==> config.mk <==
export PLATFORM = sky130hd
export DESIGN_NAME = panel_scan_controller
export DESIGN_NICKNAME = d
export VERILOG_FILES = /design/src/rtl/panel_scan_controller.sv
export SDC_FILE = /design/constraint.sdc
export NUM_CORES = 1
export LEC_CHECK = 0
export CELL_PAD_IN_SITES_DETAIL_PLACEMENT = 1
export CELL_PAD_IN_SITES_GLOBAL_PLACEMENT = 1
export CORE_MARGIN = 5
export CORE_UTILIZATION = 40
export CTS_BUF_LIST = sky130_fd_sc_hd__clkbuf_2
export CTS_CLUSTER_SIZE = 14
export DETAILED_ROUTE_END_ITERATION = 10
export PLACE_DENSITY_LB_ADDON = 0.1
export SYNTH_ARGS = -nofsm -noshare
export SYNTH_HDL_FRONTEND = slang
export SYNTH_SLANG_ARGS = --single-unit
==> constraint.sdc <==
create_clock -name clk -period 2.46 [get_ports clk]
set_input_delay 0.369 -clock clk [delete_from_list [all_inputs] [get_ports clk]]
set_output_delay 0.369 -clock clk [all_outputs]
set_load 0.01 [all_outputs]
==> src/rtl/panel_scan_controller.sv <==
// panel_scan_controller: scan sequencer that drives a panel_driver through every PWM step of every row.
// Ports:
//   clk, reset_n           clock and synchronous active-low reset
//   enable                 scanning runs while high; a started row always completes
//   brightness_update      1-cycle request, serviced at the next row boundary or from idle
//   shift                  serial shift strobe (LED values or brightness word)
//   load_led_vals          latch strobe for LED values
//   load_brightness        latch strobe for brightness
//   pwm_time               current PWM compare step
//   active_row_addr        RAM read row / row select
//   blank                  row drivers must be off
//   row_done, frame_start  1-cycle pulses on the last blank cycle of a row change
module panel_scan_controller #(
  parameter int SHIFT_BITS   = 16,
  parameter int PWM_BITS     = 8,
  parameter int ROW_BITS     = 4,
  parameter int BLANK_CYCLES = 4
) (
  input  logic                clk,
  input  logic                reset_n,
  input  logic                enable,
  input  logic                brightness_update,
  output logic                shift,
  output logic                load_led_vals,
  output logic                load_brightness,
  output logic [PWM_BITS-1:0] pwm_time,
  output logic [ROW_BITS-1:0] active_row_addr,
  output logic                blank,
  output logic                row_done,
  output logic                frame_start
);
  localparam int BW = $clog2(SHIFT_BITS + 1);
  localparam int LW = $clog2(BLANK_CYCLES);
  localparam logic [BW-1:0] BMAX = BW'(SHIFT_BITS - 1);
  localparam logic [LW-1:0] LMAX = LW'(BLANK_CYCLES - 1);
  localparam logic [LW-1:0] LPRE = LW'(BLANK_CYCLES - 2);
  localparam logic [PWM_BITS-1:0] PMAX = '1;

  typedef enum logic [2:0] {S_IDLE, S_SHIFT, S_LATCH, S_BLANK, S_BR_SHIFT, S_BR_LATCH} state_t;

  state_t state_q, state_d;
  logic [BW-1:0] bit_q, bit_d;
  logic [LW-1:0] bcnt_q, bcnt_d;
  logic [PWM_BITS-1:0] pwm_q, pwm_d;
  logic [ROW_BITS-1:0] row_q, row_d;
  logic pend_q, pend_d;
  logic done_d, fs_d;
  logic shift_q, led_q, bri_q, blank_q, done_q, fs_q;

  always_comb begin
    state_d = state_q;
    pwm_d = pwm_q;
    row_d = row_q;
    done_d = 1'b0;
    fs_d = 1'b0;
    case (state_q)
      S_IDLE: state_d = enable ? (pend_q ? S_BR_SHIFT : S_SHIFT) : S_IDLE;
      S_SHIFT: state_d = bit_q == BMAX ? S_LATCH : S_SHIFT;
      S_LATCH: begin
        // pwm_time wraps to 0 by overflow on the last step, which is also the row change
        state_d = pwm_q == PMAX ? S_BLANK : S_SHIFT;
        pwm_d = pwm_q + 1'b1;
        row_d = pwm_q == PMAX ? row_q + 1'b1 : row_q;
      end
      S_BLANK: begin
        // pulses are registered, so they are armed one cycle before the last blank cycle
        done_d = bcnt_q == LPRE;
        fs_d = bcnt_q == LPRE && row_q == '0;
        state_d = bcnt_q != LMAX ? S_BLANK : pend_q ? S_BR_SHIFT : enable ? S_SHIFT : S_IDLE;
      end
      S_BR_SHIFT: state_d = bit_q == BMAX ? S_BR_LATCH : S_BR_SHIFT;
      S_BR_LATCH: state_d = enable ? S_SHIFT : S_IDLE;
      default: state_d = S_IDLE;
    endcase
    bit_d = ((state_q == S_SHIFT || state_q == S_BR_SHIFT) && state_d == state_q) ? bit_q + 1'b1 : '0;
    bcnt_d = (state_q == S_BLANK && state_d == S_BLANK) ? bcnt_q + 1'b1 : '0;
    // a request arriving in the same cycle as the clear survives
    pend_d = brightness_update | (pend_q & ~(state_d == S_BR_SHIFT && state_q != S_BR_SHIFT));
  end

  always_ff @(posedge clk) begin
    if (!reset_n) begin
      state_q <= S_IDLE;
      bit_q <= '0;
      bcnt_q <= '0;
      pwm_q <= '0;
      row_q <= '0;
      pend_q <= 1'b0;
      shift_q <= 1'b0;
      led_q <= 1'b0;
      bri_q <= 1'b0;
      blank_q <= 1'b0;
      done_q <= 1'b0;
      fs_q <= 1'b0;
    end else begin
      state_q <= state_d;
      bit_q <= bit_d;
      bcnt_q <= bcnt_d;
      pwm_q <= pwm_d;
      row_q <= row_d;
      pend_q <= pend_d;
      shift_q <= state_d == S_SHIFT || state_d == S_BR_SHIFT;
      led_q <= state_d == S_LATCH;
      bri_q <= state_d == S_BR_LATCH;
      blank_q <= state_d == S_IDLE || state_d == S_BLANK || state_d == S_BR_SHIFT || state_d == S_BR_LATCH;
      done_q <= done_d;
      fs_q <= fs_d;
    end
  end

  assign shift = shift_q;
  assign load_led_vals = led_q;
  assign load_brightness = bri_q;
  assign pwm_time = pwm_q;
  assign active_row_addr = row_q;
  assign blank = blank_q;
  assign row_done = done_q;
  assign frame_start = fs_q;
endmodule
After elaboration in Yosys (flattened, before gate mapping) --
Index checks and enable logic that the tools add are counted.
Cells by class: add/sub/neg operators 4, equality and inequality tests 16, mux-type cells 9, bitwise gates (word level) 3, reduce and logical (&&, ||, !) cells 16
Operator list (count):
- 3-bit case mux with 6 select lines | 1
- 3-bit by 2-bit equality test with 1-bit output, second input constant | 4
- 3-bit equality test, second input constant | 4
- 3-bit 2-to-1 mux | 4
- 8-bit by 1-bit adder with 8-bit output, second input constant | 1
- 8-bit equality test, second input constant | 1
- 2-bit AND reduction | 4
- 3-bit by 1-bit equality test with 1-bit output, second input constant | 2
- 3-bit logical NOT | 2
- 5-bit by 1-bit adder with 5-bit output, second input constant | 1
- 5-bit by 4-bit equality test with 1-bit output, second input constant | 1
- 1-bit logical OR | 5
- 4-bit by 1-bit adder with 4-bit output, second input constant | 1
- 1-bit logical AND | 4
- 4-bit logical NOT | 1
- 2-bit 2-to-1 mux | 2
- 3-bit equality test | 1
- 3-bit inequality test, second input constant | 1
- 2-bit by 1-bit adder with 2-bit output, second input constant | 1
- 2-bit equality test, second input constant | 1
- 1-bit 2-to-1 mux | 2
- 2-bit inequality test, second input constant | 1
- 1-bit bitwise AND | 1
- 1-bit inverter | 1
- 1-bit bitwise OR | 1
Storage, ports and cells: flip-flop bits (word level) 29, input port bits 4, output and inout bits 18, word-level logic and storage cells 60

Logic depth before layout (Yosys ltp) --
depth in word-level cells 9, gate-level depth with buffers 7, depth with buffers taken out 7

Least setup slack after synthesis --
No wires, ideal clock.
path type reg2reg, start register bit_q[0], end register blank_q (netlist: blank), library setup time 0.125 ns, arrival 1.864 ns, required time 2.335 ns, path slack 0.471 ns, stages on the path, launching flop included 8, buffers on the path 0, cell sequence dfxtp_1 > ha_1 > and3_1 > ha_1 > mux2i_1 > a311o_1 > o21a_2 > o41a_1
On the way: cells in the longest elaborated chain, start to end 7, elaborated cells on any way between the ends 11
RTL lines:
- from (decl) | line 42 | logic [BW-1:0] bit_q, bit_d;
- from (signal assigned) | line 97 | bit_q <= bit_d;
- 5-bit by 4-bit equality test with 1-bit output * | line 58, 71
- 1-bit 2-to-1 mux or 2-bit 2-to-1 mux (tied branches) | line 71, 58
- 3-bit case mux with 6 select lines * | line 56 | case (state_q)
- 3-bit by 2-bit equality test with 1-bit output or 3-bit logical NOT (tied branches) | line 105 | blank_q <= state_d == S_IDLE || state_d == S_BLANK || state_d == S_BR_SHIFT || state_d == S_BR_LATCH;
- 1-bit logical OR (2 in a row) | line 105
- 1-bit logical OR * | line 105
- to (signal assigned) | line 92 | blank_q <= 1'b0;
- to (signal assigned) | line 105
- to (decl) | line 48 | logic shift_q, led_q, bri_q, blank_q, done_q, fs_q;
Every way passes the cells marked *; elsewhere a longest branch is shown, timed or not. A chain may end at the register's enable or synchronous reset.

Worst setup path after layout --
Ends and elaborated chain as after synthesis.

==> results.yml <==
synthesis:
  syn-mean-instance-area_um2: 9.47
  yosysTopAreaCell: "dfxtp_1"
  syn_area_mm2: 0.00133
  synth_warnings: 0
  synth-adder-area-share_pct: 6.60
  ys.flop_type: "dfxtp_1"
  synthCells: 140
  synthSimpleGateAreaFrac_pct: 24.6
  ys_seq_elements: 29
  synth_compound_area_share_pct: 10.7
  synth_nets: 151
  synth_top_cell_area_share_pct: 43.8
  synthMuxAreaShare_pct: 2.26
  yosys-top-cells-area: "dfxtp_1, nor2_1, ha_1"
  synth_top_family_by_area: "simple AND/OR/NAND/NOR gates"
  ys_async_sr_fraction_pct: 0
  synth_cell_types: 39
  yosysSeqAreaShare_pct: 43.8
  yosys.area_share.xor_xnor_pct: 7.26
  synth-edff-count: 0
cells_and_area:
  final_cell_area_mm2: 0.00161
  diodes: 0
  final_cells: 211
  regArea_um2: 581
  final_util_pct: 48.9
  fillers: 390
  area_growth_pct: 21.0
  multi_input_area_um2: 682
  nets: 175
  drive_above_1_share_pct: 7.27
cts:
  cts_sinks: 29
  root_buffer: "clkbuf_2"
  htreeDepth: 2
  cts_resized: 0
  hold_buffers: 0
  clk_path_buf_depth: 2
  cts_tree: "yes"
  cts_made_buffers: 5
  clock_latency_ps: 360
  cts.clk_slew.worst_paths_ps: 150
  post_cts_buffers: 0
floorplan:
  num_rows: 21
  ios: 22
  die_w_um: 67.6
  die_h_um: 67.6
  dieArea_mm2: 0.00457
  start_util_pct: 40.4
  fp.coreArea_mm2: 0.00328
global_route:
  gr-usage-all-layers_pct: 14.8
  grt_max_degree: 21
  grt_pass1_vias: 1130
  antenna_found_initial: 0
  overflow: 0
  grt_pass1_wl_um: 5030
power:
  intPower_uw: 577
  p_per_area_mw_per_mm2: 488
  swShare_pct: 26.4
  switchingPower_uw: 207
  pwr-share-comb_pct: 8.2
  p_leak_uw: 0.000592
  seqPwrFrac_pct: 63.0
  max-vdd-ir-drop_mv: 0.282
  p_clk_share_pct: 28.8
place:
  placedCellCount: 203
  portBuffers: 21
  dpl_cell_area_mm2: 0.00157
  place.gp.congestion: 0.759
  dpl.hpwl_um: 2080
sta:
  max_slew_margin_pct: 69.3
  hold_viol_final: 0
  fin_crit_sh_pct: 86.8
  finalSetupViolations: 0
  skew_ps: 12.2
  min_period_ps: 2140
  finalSetupTns_ps: 0
  max_freq_mhz: 468
  rsz0062_at_grt: "false"
  drv_slew: 0
  tightest_slew_ps: 460
setup_path:
  cp.arrival_ps: 2390
  cp_max_fo: 5
  startpoint_type: "flip-flop"
  cp-end-kind: "flip-flop"
  worstPathRequired_ps: 2710
  criticalPathCategory: "reg -> reg"
route:
  routed_wl_um: 2810
  vias: 1056
  vias_per_cell: 5.00
  wl_per_cell_um: 13.3
  drt_iter0_markers: 58
  ant_nets: 0
  firstDrtPassIters: 4
  drc: 0
outcome:
  status: "completed"
job:
  maxCapViolCount: 0
hold_path:
  hold_path_class: "reg -> reg"
[power groups by stage]
stage | Combinational (µW) | Sequential (µW) | Clock [µW]
finish | 64.6 | 494 | 225
global route | 72.3 | 497 | 270
CTS | 65.5 | 494 | 240
detailed placement | 64.8 | 504 | 0
global placement | 62.9 | 503 | 0
floorplan | 47.6 | 498 | 0
[layer usage]
| layer | global-route usage [%] | vias to the layer above | part of all wire [%] |
|---|---|---|---|
| met2 | 23.0 | 20 | 45 |
| met5 | 0 | - | 0 |
| met4 | 6.84 | 0 | 1.9 |
| li1 | - | 527 | - |
| met1 | 17.5 | 504 | 47 |
| met3 | 6.32 | 5 | 5.3 |
[kinds of logic (layout without fill, tap and decap cells)]
family / after synthesis / after routing
AOI/OAI and AO/OA: 19 / 19
muxes: 3 / 3
buffers and inverters: 13 / 38
adders and majority gates: 7 / 7
DFF: 29 / 29
xor gates and xnor gates: 11 / 11
and+or+nand+nor: 58 / 58
[Yosys cell counts (2+ instances only)]
| library cell | n |
|---|---|
| dfxtp_1 | 29 |
| nor2_1 | 26 |
| inv_1 | 8 |
| ha_1 | 7 |
| a21oi_1 | 6 |
| xor2_1 | 6 |
| nand2b_1 | 5 |
| nand3_1 | 5 |
| xnor2_1 | 5 |
| and3_1 | 3 |
| mux2i_1 | 3 |
| nand2_1 | 3 |
| nand4_1 | 3 |
| and2_1 | 2 |
| buf_4 | 2 |
| nand3b_1 | 2 |
| nor3b_1 | 2 |
| o21ai_0 | 2 |
[final cells by class]
cell class | count | share of cell area, %
sequential | 29 | 36.2
tap | 46 | 3.59
multi-input combinational | 98 | 42.5
timing repair buffer | 22 | 13.6
clock buffer | 5 | 1.56
inverter | 8 | 1.87
clock inverter | 3 | 0.779
[state kept, by name (all words and copies together) (netlist names), 2 cells and up]
register         count
active_row_addr      4
bcnt_q               2
bit_q                5
pwm_time             8
state_q              3
[path summary, 6_finish.rpt]
check	slack, ps	depth (start not counted)	to	startpoint
setup / recovery	320	7	blank	bit_q[0]
hold / removal	470	1	bcnt_q[0]	bcnt_q[0]
setup reg to reg	320	7	blank	bit_q[0]
hold reg to reg	470	1	bcnt_q[0]	bcnt_q[0]
[worst max-delay path, cell delays in order, from the launching register on]
cell and delay (ps):
dfxtp_1 360, ha_1 220, and3_1 190, ha_1 210, mux2i_1 130, a311o_1 350, o21a_2 150, o41a_1 440
[metrics by stage]
stage | total power, µW | hold slack, ps | setup slack, ps
6_report | 784 | 467 | 324
5_1_grt | 839 | 501 | 228
4_1_cts | 800 | 475 | 308
3_5_place_dp | 568 | 455 | 328
3_3_place_gp | 566 | 429 | 401
2_1_floorplan | 546 | 417 | 471
[cell usage in the layout (no fill, tap or decap), drive strengths merged]
master,instances
nand4,3
o41a,1
o21a,1
nand4bb,1
clkdlybuf4s50,21
nand3b,2
and2,2
o2111ai,1
xor2,6
inv,8
nand3,5
and3,3
mux2i,3
a311o,1
o41ai,1
o211ai,1
ha,7
a21oi,6
dfxtp,29
o32a,1
o31a,1
nor3,2
clkbuf,5
or4,1
nor3b,3
buf,1
nand2,3
nor2,26
nand2b,5
a31o,1
xnor2,5
clkinv,3
or3,1
a21bo,1
nor4,1
o32ai,1
o21ai,2
Power figures use the tool's default switching activity.
